--- config.mk ---
export PLATFORM = sky130hd
export DESIGN_NAME = counter_load_ctrl
export DESIGN_NICKNAME = d
export VERILOG_FILES = /design/src/rtl/counter_load_ctrl_pkg.sv /design/src/rtl/up_counter_load.sv /design/src/rtl/counter_load_ctrl.sv
export SDC_FILE = /design/constraint.sdc
export NUM_CORES = 1
export LEC_CHECK = 0
export CAP_MARGIN = 20
export CORE_MARGIN = 8
export CORE_UTILIZATION = 55
export CTS_BUF_LIST = sky130_fd_sc_hd__clkbuf_8 sky130_fd_sc_hd__clkbuf_16
export DETAILED_ROUTE_END_ITERATION = 12
export DONT_BUFFER_PORTS = 1
export GPL_TIMING_DRIVEN = 0
export PLACE_DENSITY = 0.79
export SLEW_MARGIN = 20
export SYNTH_ARGS = -nofsm -noshare
export SYNTH_HDL_FRONTEND = slang
export SYNTH_SLANG_ARGS = --single-unit
--- constraint.sdc ---
create_clock -name clk -period 1.8 [get_ports clk]
set_input_delay 0.54 -clock clk [delete_from_list [all_inputs] [get_ports clk]]
set_output_delay 0.54 -clock clk [all_outputs]
set_load 0.01 [all_outputs]
--- src/rtl/counter_load_ctrl_pkg.sv ---
// Shared definitions for the counter load controller: FSM encoding and datapath width.
package counter_load_ctrl_pkg;

  localparam int unsigned CtrWidth = 8;

  typedef enum logic [0:0] {
    StIdle = 1'b0,
    StRun  = 1'b1
  } ctrl_state_e;

endpackage

--- src/rtl/up_counter_load.sv ---
// Loadable up counter; load has priority over enable, wraps mod 2^WIDTH.
module up_counter_load #(
  parameter int unsigned WIDTH = 8
) (
  input  logic             clk,
  input  logic             reset,
  input  logic             load,
  input  logic             enable,
  input  logic [WIDTH-1:0] data,
  output logic [WIDTH-1:0] out
);

  always_ff @(posedge clk) begin
    if (reset) begin
      out <= '0;
    end else if (load) begin
      out <= data;
    end else if (enable) begin
      out <= out + 1'b1;
    end
  end

endmodule

--- src/rtl/counter_load_ctrl.sv ---
// Sequences one up_counter_load: accepts {start, limit, mode} commands and runs
// one-shot or auto-reload counts with pause/abort, emitting tick and done pulses.
module counter_load_ctrl
  import counter_load_ctrl_pkg::*;
#(
  parameter int unsigned WIDTH = CtrWidth
) (
  input  logic             clk,
  input  logic             reset,
  input  logic             cmd_valid,
  output logic             cmd_ready,
  input  logic [WIDTH-1:0] cmd_start,
  input  logic [WIDTH-1:0] cmd_limit,
  input  logic             cmd_reload,
  input  logic             pause,
  input  logic             abort,
  output logic             busy,
  output logic [WIDTH-1:0] count,
  output logic             tick,
  output logic             done,
  output logic             done_abort
);

  ctrl_state_e      state_q, state_d;
  logic [WIDTH-1:0] start_q, start_d;
  logic [WIDTH-1:0] limit_q, limit_d;
  logic             reload_q, reload_d;
  logic             tick_q, tick_d;
  logic             done_q, done_d;
  logic             done_abort_q, done_abort_d;

  logic             ctr_load;
  logic             ctr_enable;
  logic [WIDTH-1:0] ctr_data;

  assign cmd_ready  = (state_q == StIdle) && !reset;
  assign busy       = (state_q == StRun);
  assign tick       = tick_q;
  assign done       = done_q;
  assign done_abort = done_abort_q;

  always_comb begin
    state_d      = state_q;
    start_d      = start_q;
    limit_d      = limit_q;
    reload_d     = reload_q;
    tick_d       = 1'b0;
    done_d       = 1'b0;
    done_abort_d = 1'b0;
    ctr_load     = 1'b0;
    ctr_enable   = 1'b0;
    ctr_data     = start_q;

    unique case (state_q)
      StIdle: begin
        if (cmd_valid && cmd_ready) begin
          start_d  = cmd_start;
          limit_d  = cmd_limit;
          reload_d = cmd_reload;
          ctr_load = 1'b1;
          ctr_data = cmd_start;
          state_d  = StRun;
        end
      end
      StRun: begin
        // Abort wins over both the terminal event and pause; counter holds.
        if (abort) begin
          state_d      = StIdle;
          done_d       = 1'b1;
          done_abort_d = 1'b1;
        end else if (!pause) begin
          if (count == limit_q) begin
            tick_d = 1'b1;
            if (reload_q) begin
              ctr_load = 1'b1;
            end else begin
              state_d = StIdle;
              done_d  = 1'b1;
            end
          end else begin
            ctr_enable = 1'b1;
          end
        end
      end
      default: state_d = StIdle;
    endcase
  end

  always_ff @(posedge clk) begin
    if (reset) begin
      state_q      <= StIdle;
      start_q      <= '0;
      limit_q      <= '0;
      reload_q     <= 1'b0;
      tick_q       <= 1'b0;
      done_q       <= 1'b0;
      done_abort_q <= 1'b0;
    end else begin
      state_q      <= state_d;
      start_q      <= start_d;
      limit_q      <= limit_d;
      reload_q     <= reload_d;
      tick_q       <= tick_d;
      done_q       <= done_d;
      done_abort_q <= done_abort_d;
    end
  end

  up_counter_load #(
    .WIDTH(WIDTH)
  ) u_counter (
    .clk   (clk),
    .reset (reset),
    .load  (ctr_load),
    .enable(ctr_enable),
    .data  (ctr_data),
    .out   (count)
  );

endmodule

---- After elaboration in Yosys (flattened, before gate mapping) ----
Cells that the tools add are included.
storage, ports and cells
  flip-flop bits (word level) ............. 29
cells by class
  equality and inequality tests ........... 1
  bitwise gates (word level) .............. 1
  reduce and logical (&&, ||, !) cells .... 7
  muxes and demuxes ....................... 24
  add/sub/neg operators ................... 1
operators by type and width
  kind                 count
  $mux 8               4
  $mux 1               18
  $add 8x1->8 const B  1
  $eq 8x8->1           1
  $pmux 1 s2           2
  $reduce_or 4->1      1
  $logic_and 1x1->1    2
  $reduce_and 2->1     1
  $reduce_bool 2->1    1
  $reduce_or 2->1      1
  $logic_not 1->1      1
  $not 1->1            1

---- Depth between registers and ports, before layout ----
Gate-level depths: netlist (run 1).
  depth in word-level cells ............... 7
  mapped depth ............................ 7
  mapped depth without buffers ............ 5

---- Cells and area by module ----
From an unflattened synthesis (run 1), not the netlist that was laid out.
second synthesis, totals
  cells, all modules ...................... 148
  area total of the unflattened synthesis .. 1,378.8 um^2
modules (own cells, without submodules)
  module             cells an instance  area an instance (um^2)  sequential area each (um^2)  times used
  counter_load_ctrl  95                 914.6                    420.4                        1
  up_counter_load    53                 464.2                    160.2                        1

---- Worst setup path after synthesis (run 1) ----
Ideal clock, no wire load.
  path kind ............................... flip-flop to flip-flop
  start ................................... register u_counter.out[4]
  end ..................................... register u_counter.out[6]
  setup time .............................. 121 ps
  period minus slack after synthesis ...... 1,773 ps
  buffers on the path ..................... 0
  path slack .............................. 27 ps
  cell stages (with the launch flop) ...... 6
  arrival ................................. 1,652 ps
  cells stage by stage .................... dfxtp_1 xnor2_1 nand4_1 o2111ai_1 mux2_1 mux2_2
on the way
  longest elaborated chain between the ends .. 6
  elaborated cells on any way between the ends .. 13
ends and longest elaborated chain
  item                                         line                     text
  start, declared                              up_counter_load.sv:10    output logic [WIDTH-1:0] out
  start signal, assigned                       up_counter_load.sv:17    out <= data;
  start signal, assigned                       up_counter_load.sv:19    out <= out + 1'b1;
  $eq 8x8->1                                   counter_load_ctrl.sv:72  if (count == limit_q) begin
  $mux 1                                       counter_load_ctrl.sv:72
  $mux 1                                       counter_load_ctrl.sv:71  end else if (!pause) begin
  $mux 1                                       counter_load_ctrl.sv:67  if (abort) begin
  $pmux 1 s2 or $mux 1 (tied branches)         counter_load_ctrl.sv:54  unique case (state_q)
  $mux 8 or $reduce_bool 2->1 (tied branches)  --
Several ways; a longest one is shown, not always the timed one. The select of a mux whose other input is x is not followed.
A chain may end at the register's enable or synchronous reset.

---- Worst setup path after layout (run 1) ----
Ends and elaborated chain as after synthesis.

==> results of run 1 <==
worst min-delay path by stage:
| stage | start | to | slack (ps) |
|---|---|---|---|
| after floorplan | start_q[6]$_SDFF_PP0_ | start_q[6]$_SDFF_PP0_ | 440 |
| after global placement | start_q[6]$_SDFF_PP0_ | start_q[6]$_SDFF_PP0_ | 440 |
| after detailed placement | start_q[2]$_SDFF_PP0_ | start_q[2]$_SDFF_PP0_ | 450 |
| after CTS | cmd_limit[6] | limit_q[6]$_SDFFE_PP0P_ | 360 |
| after global routing | cmd_limit[6] | limit_q[6]$_SDFFE_PP0P_ | 370 |
| final | cmd_limit[6] | limit_q[6]$_SDFFE_PP0P_ | 360 |
cells by family after synthesis:
family                   count (synthesis)  share of synthesized area, %
AND/OR/NAND/NOR                         78                          27.0
AO/OA/AOI/OAI                           41                          18.6
flip-flops                              29                          40.8
buffers and inverters                   12                          3.52
XOR/XNOR                                11                          6.77
multiplexers                             3                          2.37
adder cells (fa/ha/maj)                  1                         0.879
cells in the mapped netlist, types with 4 or more instances:
library cell   n  area (um2)
nand2_1       42         158
o21ai_0       12        60.1
clkbuf_1       5        18.8
xnor2_1       10        87.6
a31oi_1        6        37.5
nor2_1         7        26.3
a21oi_1        9        45.0
buf_2          4        20.0
nand3_1        8        40.0
dfxtp_1       29         581
stage by stage:
step           cell area (um2)  hold slack (ps)
2_1_floorplan             1420              435
3_3_place_gp              1460              444
3_5_place_dp              1460              451
4_1_cts                   1590              358
5_1_grt                   1670              367
6_report                  1670              362
layout make-up:
| type | count | area (um2) | share of cell area (%) |
|---|---|---|---|
| buffer | 9 | 38.8 | 2.32 |
| clock buffer | 6 | 82.6 | 4.95 |
| inverter | 3 | 11.3 | 0.675 |
| timing repair buffer | 6 | 45.0 | 2.70 |
| clock inverter | 1 | 3.75 | 0.225 |
| multi-input combinational | 134 | 853 | 51.1 |
| sequential | 29 | 597 | 35.8 |
| tap | 30 | 37.5 | 2.25 |
where the power goes:
group	switching, W	internal [W]
Sequential	0.0000523	0.000682
Clock	0.000243	0.000297
Combinational	0.000172	0.000135
sequential cells by signal, indices dropped and copies added (netlist names):
name           flops
start_q            8
done               1
done_abort         1
reload_q           1
limit_q            8
tick               1
busy               1
u_counter.out      8
routing by layer:
metal  GRT usage [%]  up-vias  part of all wire, %
met2            26.3       90                   47
met4            10.7        0                  1.6
met1            21.1      633                   37
li1                -      645                    -
met3            7.89        8                   14
met5               0        -                    0
timing repair:
item	in CTS	in global routing
hold buffers	0	0
setup buffers	4	2
gates resized for setup	9	13
endpoints found under the hold margin	0	0
pin swaps	2	2
setup endpoints to repair	6	12
worst reg2reg max path, stage by stage, from the launching register on:
cell       delay, ps
dfxtp_4          370
xnor2_1          200
nand4_1          130
buf_4            180
o2111ai_2        190
mux2_1           350
mux2_2           260
==> impl_metrics.py, run 1 <==
metrics = {
    "status": {
        "outcome": "finished clean",
    },
    "synthesis": {
        "syn_area_um2": 1420,
        "netlist-cell-type-count": 40,
        "postSynthCellCount": 175,
        "synth_async_sr_flop_share_pct": 0,
        "ys_seq_elements": 29,
        "synth_seq_area_share_pct": 40.8,
        "synth-edff-count": 0,
        "syn_avg_cell_area_um2": 8.13,
        "ys_warn_count": 0,
        "ys.flop_type": "dfxtp_1",
        "syn_nets": 198,
    },
    "floorplan": {
        "core_area_um2": 2450,
        "rows": 18,
        "die_x_um": 66.9,
        "fp.dieH_um": 66.9,
        "start_util_pct": 58.0,
        "dieArea_um2": 4470,
        "num_io_pins": 35,
    },
    "routing": {
        "drt_iter0_drc": 118,
        "drt_first_pass_iters": 7,
        "num_vias": 1376,
        "drtAntennaViolNets": 0,
        "drt_wl_total_um": 3970,
        "drc": 0,
        "wl_per_cell_um": 18.2,
        "drt-vias-per-instance": 6.31,
    },
    "finish": {
        "num-nets-final": 211,
        "final_core_util_pct": 68.0,
        "nFillCells": 202,
        "fin_cells": 218,
        "layout_commonest_cell": "nand2_1",
        "area_delta_synth_final_pct": 17.3,
        "drive_gt1_share_pct": 21.8,
        "layout_common_cells": "42 x nand2_1, 20 x dfxtp_1, 11 x o21ai_0",
        "n_antenna_cell": 0,
    },
    "worst_setup_path": {
        "crit_required_ps": 1970,
        "arrival_ps": 1970,
        "slowest_stage": "dfxtp_4",
        "critPathMaxStageDelay_ps": 370,
        "worst-path-max-fanout": 6,
        "crit_type": "reg2reg",
        "reg2reg_from": "u_counter.out[4]$_SDFFE_PP0P_",
        "cp_cell_sequence": "xnor2_1 > nand4_1 > buf_4 > o2111ai_2 > mux2_1 > mux2_2",
        "crit_family": "multiplexers",
        "start_kind": "flip-flop",
        "end_kind": "flip-flop",
        "cp.depth": 6,
        "reg2reg_depth": 6,
        "reg2reg_to": "u_counter.out[6]$_SDFFE_PP0P_",
        "startpoint": "u_counter.out[4]$_SDFFE_PP0P_",
        "endpoint": "u_counter.out[6]$_SDFFE_PP0P_",
        "worstPathBufferInverterCount": 1,
        "reg2reg_slack_ps": 0.7,
    },
    "clock_tree": {
        "htree_levels": 2,
        "cts_tree": "yes",
        "numClockSinks": 29,
        "cts_root_buffer": "clkbuf_8",
        "clkTransAtPathRegs_ps": 60,
        "clk_latency_ps": 290,
        "cts_made_buffers": 5,
        "cts_buffer_depth": 2,
    },
    "timing": {
        "postLayoutSetupSlackWorst_ps": 0.695,
        "fmax_mhz": 556,
        "report.final.slew_viol_count": 0,
        "tns_ps": 0,
        "fin_crit_ps": 1800,
        "timing.final.crit_share_pct": 100,
        "setup-violations-final": 0,
        "tightest_slew_ps": 546,
        "finalHoldViolCount": 0,
        "slew_headroom_pct": 63.6,
        "clock_skew_ps": 7.60,
    },
    "pwr": {
        "fin_total_pwr_w": 0.00158,
        "p_leak_nw": 0.573,
        "vdd_drop_max_uv": 787,
        "power_density_nw_per_um2": 947,
    },
    "global_route": {
        "grt_max_degree": 11,
        "overflow": 0,
        "grt_util_all_layers_pct": 17.9,
        "grt_pass1_wl_um": 6050,
        "antenna_found_initial": 0,
        "grt_pass1_vias": 1315,
    },
    "hold_path": {
        "hold_path.class": "in2reg",
        "hold_depth": 2,
    },
    "placed_design": {
        "gp_congestion": 0.902,
        "dp_cells": 205,
        "dpl_worst_slack_ps": -247,
        "dp_hpwl_um": 2670,
        "io_buffer_count": 0,
    },
    "job": {
        "cap_violations": 0,
    },
}
(Power assumes the default switching activity.)
==> inputs of run 2 (changes only) <==
--- a/config.mk
+++ b/config.mk
@@ -6,8 +6,10 @@
 export NUM_CORES = 1
 export LEC_CHECK = 0
 export CAP_MARGIN = 20
+export CELL_PAD_IN_SITES_DETAIL_PLACEMENT = 0
+export CELL_PAD_IN_SITES_GLOBAL_PLACEMENT = 1
 export CORE_MARGIN = 8
-export CORE_UTILIZATION = 55
+export CORE_UTILIZATION = 40
 export CTS_BUF_LIST = sky130_fd_sc_hd__clkbuf_8 sky130_fd_sc_hd__clkbuf_16
 export DETAILED_ROUTE_END_ITERATION = 12
 export DONT_BUFFER_PORTS = 1
==> impl_metrics.py, run 2 (synthesis results as in run 1) <==
metrics = {
    "finish": {
        "n_antenna_cell": 0,
        "layout_commonest_cell": "nand2_1",
        "largest_registers": "limit_q x8, start_q x8, u_counter.out x8",
        "area_delta_synth_final_pct": 27.4,
        "nFillCells": 329,
        "drive_gt1_share_pct": 24.6,
        "layout_common_cells": "42 x nand2_1, 20 x dfxtp_1, 11 x o21ai_0",
        "num-nets-final": 213,
        "fin_cells": 237,
    },
    "global_route": {
        "grt_pass1_wl_um": 6270,
        "grt_util_all_layers_pct": 14.8,
        "grt_max_degree": 11,
        "antenna_found_initial": 0,
        "overflow": 0,
        "grt_pass1_vias": 1357,
    },
    "hold_path": {
        "hp-start": "cmd_reload",
        "hold_path.class": "in2reg",
    },
    "clock_tree": {
        "cts_root_buffer": "clkbuf_8",
        "clkTransAtPathRegs_ps": 60,
        "cts_made_buffers": 5,
        "cts_buffer_depth": 2,
        "numClockSinks": 29,
        "cts_tree": "yes",
        "clk_latency_ps": 280,
        "htree_levels": 2,
    },
    "timing": {
        "tightest_slew_ps": 518,
        "finalHoldViolCount": 0,
        "fmax_mhz": 576,
        "report.final.slew_viol_count": 0,
        "holdWs_ps": 370,
        "clock_skew_ps": 5.92,
        "fin_crit_ps": 1740,
        "timing.final.crit_share_pct": 96.5,
        "slew_headroom_pct": 65.5,
        "setup-violations-final": 0,
    },
    "worst_setup_path": {
        "start_kind": "flip-flop",
        "crit_required_ps": 2000,
        "reg2reg_from": "u_counter.out[0]$_SDFFE_PP0P_",
        "arrival_ps": 1930,
        "end_kind": "flip-flop",
        "startpoint": "u_counter.out[0]$_SDFFE_PP0P_",
        "crit_type": "reg2reg",
        "worst-path-max-fanout": 10,
    },
    "floorplan": {
        "rows": 21,
        "core_area_um2": 3390,
        "fp.dieH_um": 75.6,
        "die_x_um": 75.6,
        "start_util_pct": 42.0,
        "dieArea_um2": 5720,
        "num_io_pins": 35,
    },
    "routing": {
        "num_vias": 1347,
        "drt_wl_total_um": 4070,
        "wl_per_cell_um": 17.2,
        "drt-vias-per-instance": 5.68,
        "drtAntennaViolNets": 0,
        "drt_first_pass_iters": 6,
        "drt_iter0_drc": 102,
        "drc": 0,
    },
    "job": {
        "cap_violations": 0,
    },
    "pwr": {
        "power_density_nw_per_um2": 963,
        "p_leak_nw": 0.611,
        "fin_total_pwr_w": 0.00174,
        "vdd_drop_max_uv": 571,
    },
    "placed_design": {
        "gp_congestion": 0.880,
        "dp_cells": 221,
        "io_buffer_count": 0,
        "dp_hpwl_um": 2860,
    },
    "status": {
        "outcome": "finished clean",
    },
}
-- run 2: changes by cell type in the layout (fill, tap and decap cells not counted), moves of 2 or more --
cell	delta
xnor2_4	+3
buf_4	+2
dfxtp_4	+5
dfxtp_2	-5
xnor2_1	-3
-- run 2: stage by stage --
stage / TNS, ps / utilization (%) / area (um2) / setup WS (ps)
2_1_floorplan: 0 / - / 1420 / 27.1
3_3_place_gp: -2120 / 43.7 / 1480 / -283
3_5_place_dp: -2530 / 43.7 / 1480 / -297
4_1_cts: 0 / 49.1 / 1660 / 2.34
5_1_grt: -7.78 / 53.5 / 1810 / -6.68
6_report: 0 / 53.5 / 1810 / 63.3
-- run 2: power breakdown --
group | switching, W | internal [W] | total, W | leakage, nW
registers | 0.0000608 | 0.000678 | 0.000739 | 0.243
clock network | 0.000244 | 0.000445 | 0.000688 | 0.0626
logic | 0.000169 | 0.000148 | 0.000317 | 0.306
total | 0.000474 | 0.00127 | 0.00174 | 0.611
-- run 2: worst max-delay path, cell delays in order, from the launching register on --
cell     delay, ps
dfxtp_4        390
xnor2_2        230
and4_4         290
nand2_2        160
or3_1          400
a41oi_2        190
-- run 2: area by class of cell --
type | instances | area [um2] | share of cell area, %
timing repair buffer | 8 | 60.1 | 3.31
multi-input combinational | 134 | 916 | 50.6
clock buffer | 6 | 82.6 | 4.56
tap | 46 | 57.6 | 3.18
inverter | 3 | 11.3 | 0.622
buffer | 9 | 41.3 | 2.28
sequential | 29 | 609 | 33.6
clock inverter | 2 | 33.8 | 1.86
-- run 2: what timing repair did --
action	in CTS	in global routing
setup buffers	4	4
endpoints found under the setup margin	8	8
resized for setup	13	21
hold buffers	0	0
pin swaps	1	1
-- run 2: worst paths after layout --
kind                                         to  slack (ps)  cells after the start
setup / recovery  u_counter.out[1]$_SDFFE_PP0P_          60                      5
hold / removal            reload_q$_SDFFE_PP0P_         370                      2
setup reg to reg  u_counter.out[1]$_SDFFE_PP0P_          60                      5
hold reg to reg           start_q[5]$_SDFF_PP0_         460                      2
-- run 2: per-layer routing --
metal | GRT usage [%] | up-vias | wire, um
met5 | 0 | - | 0
met2 | 23.3 | 56 | 1940
li1 | - | 654 | -
met4 | 8.10 | 0 | 103
met1 | 16.5 | 626 | 1640
met3 | 6.05 | 11 | 392
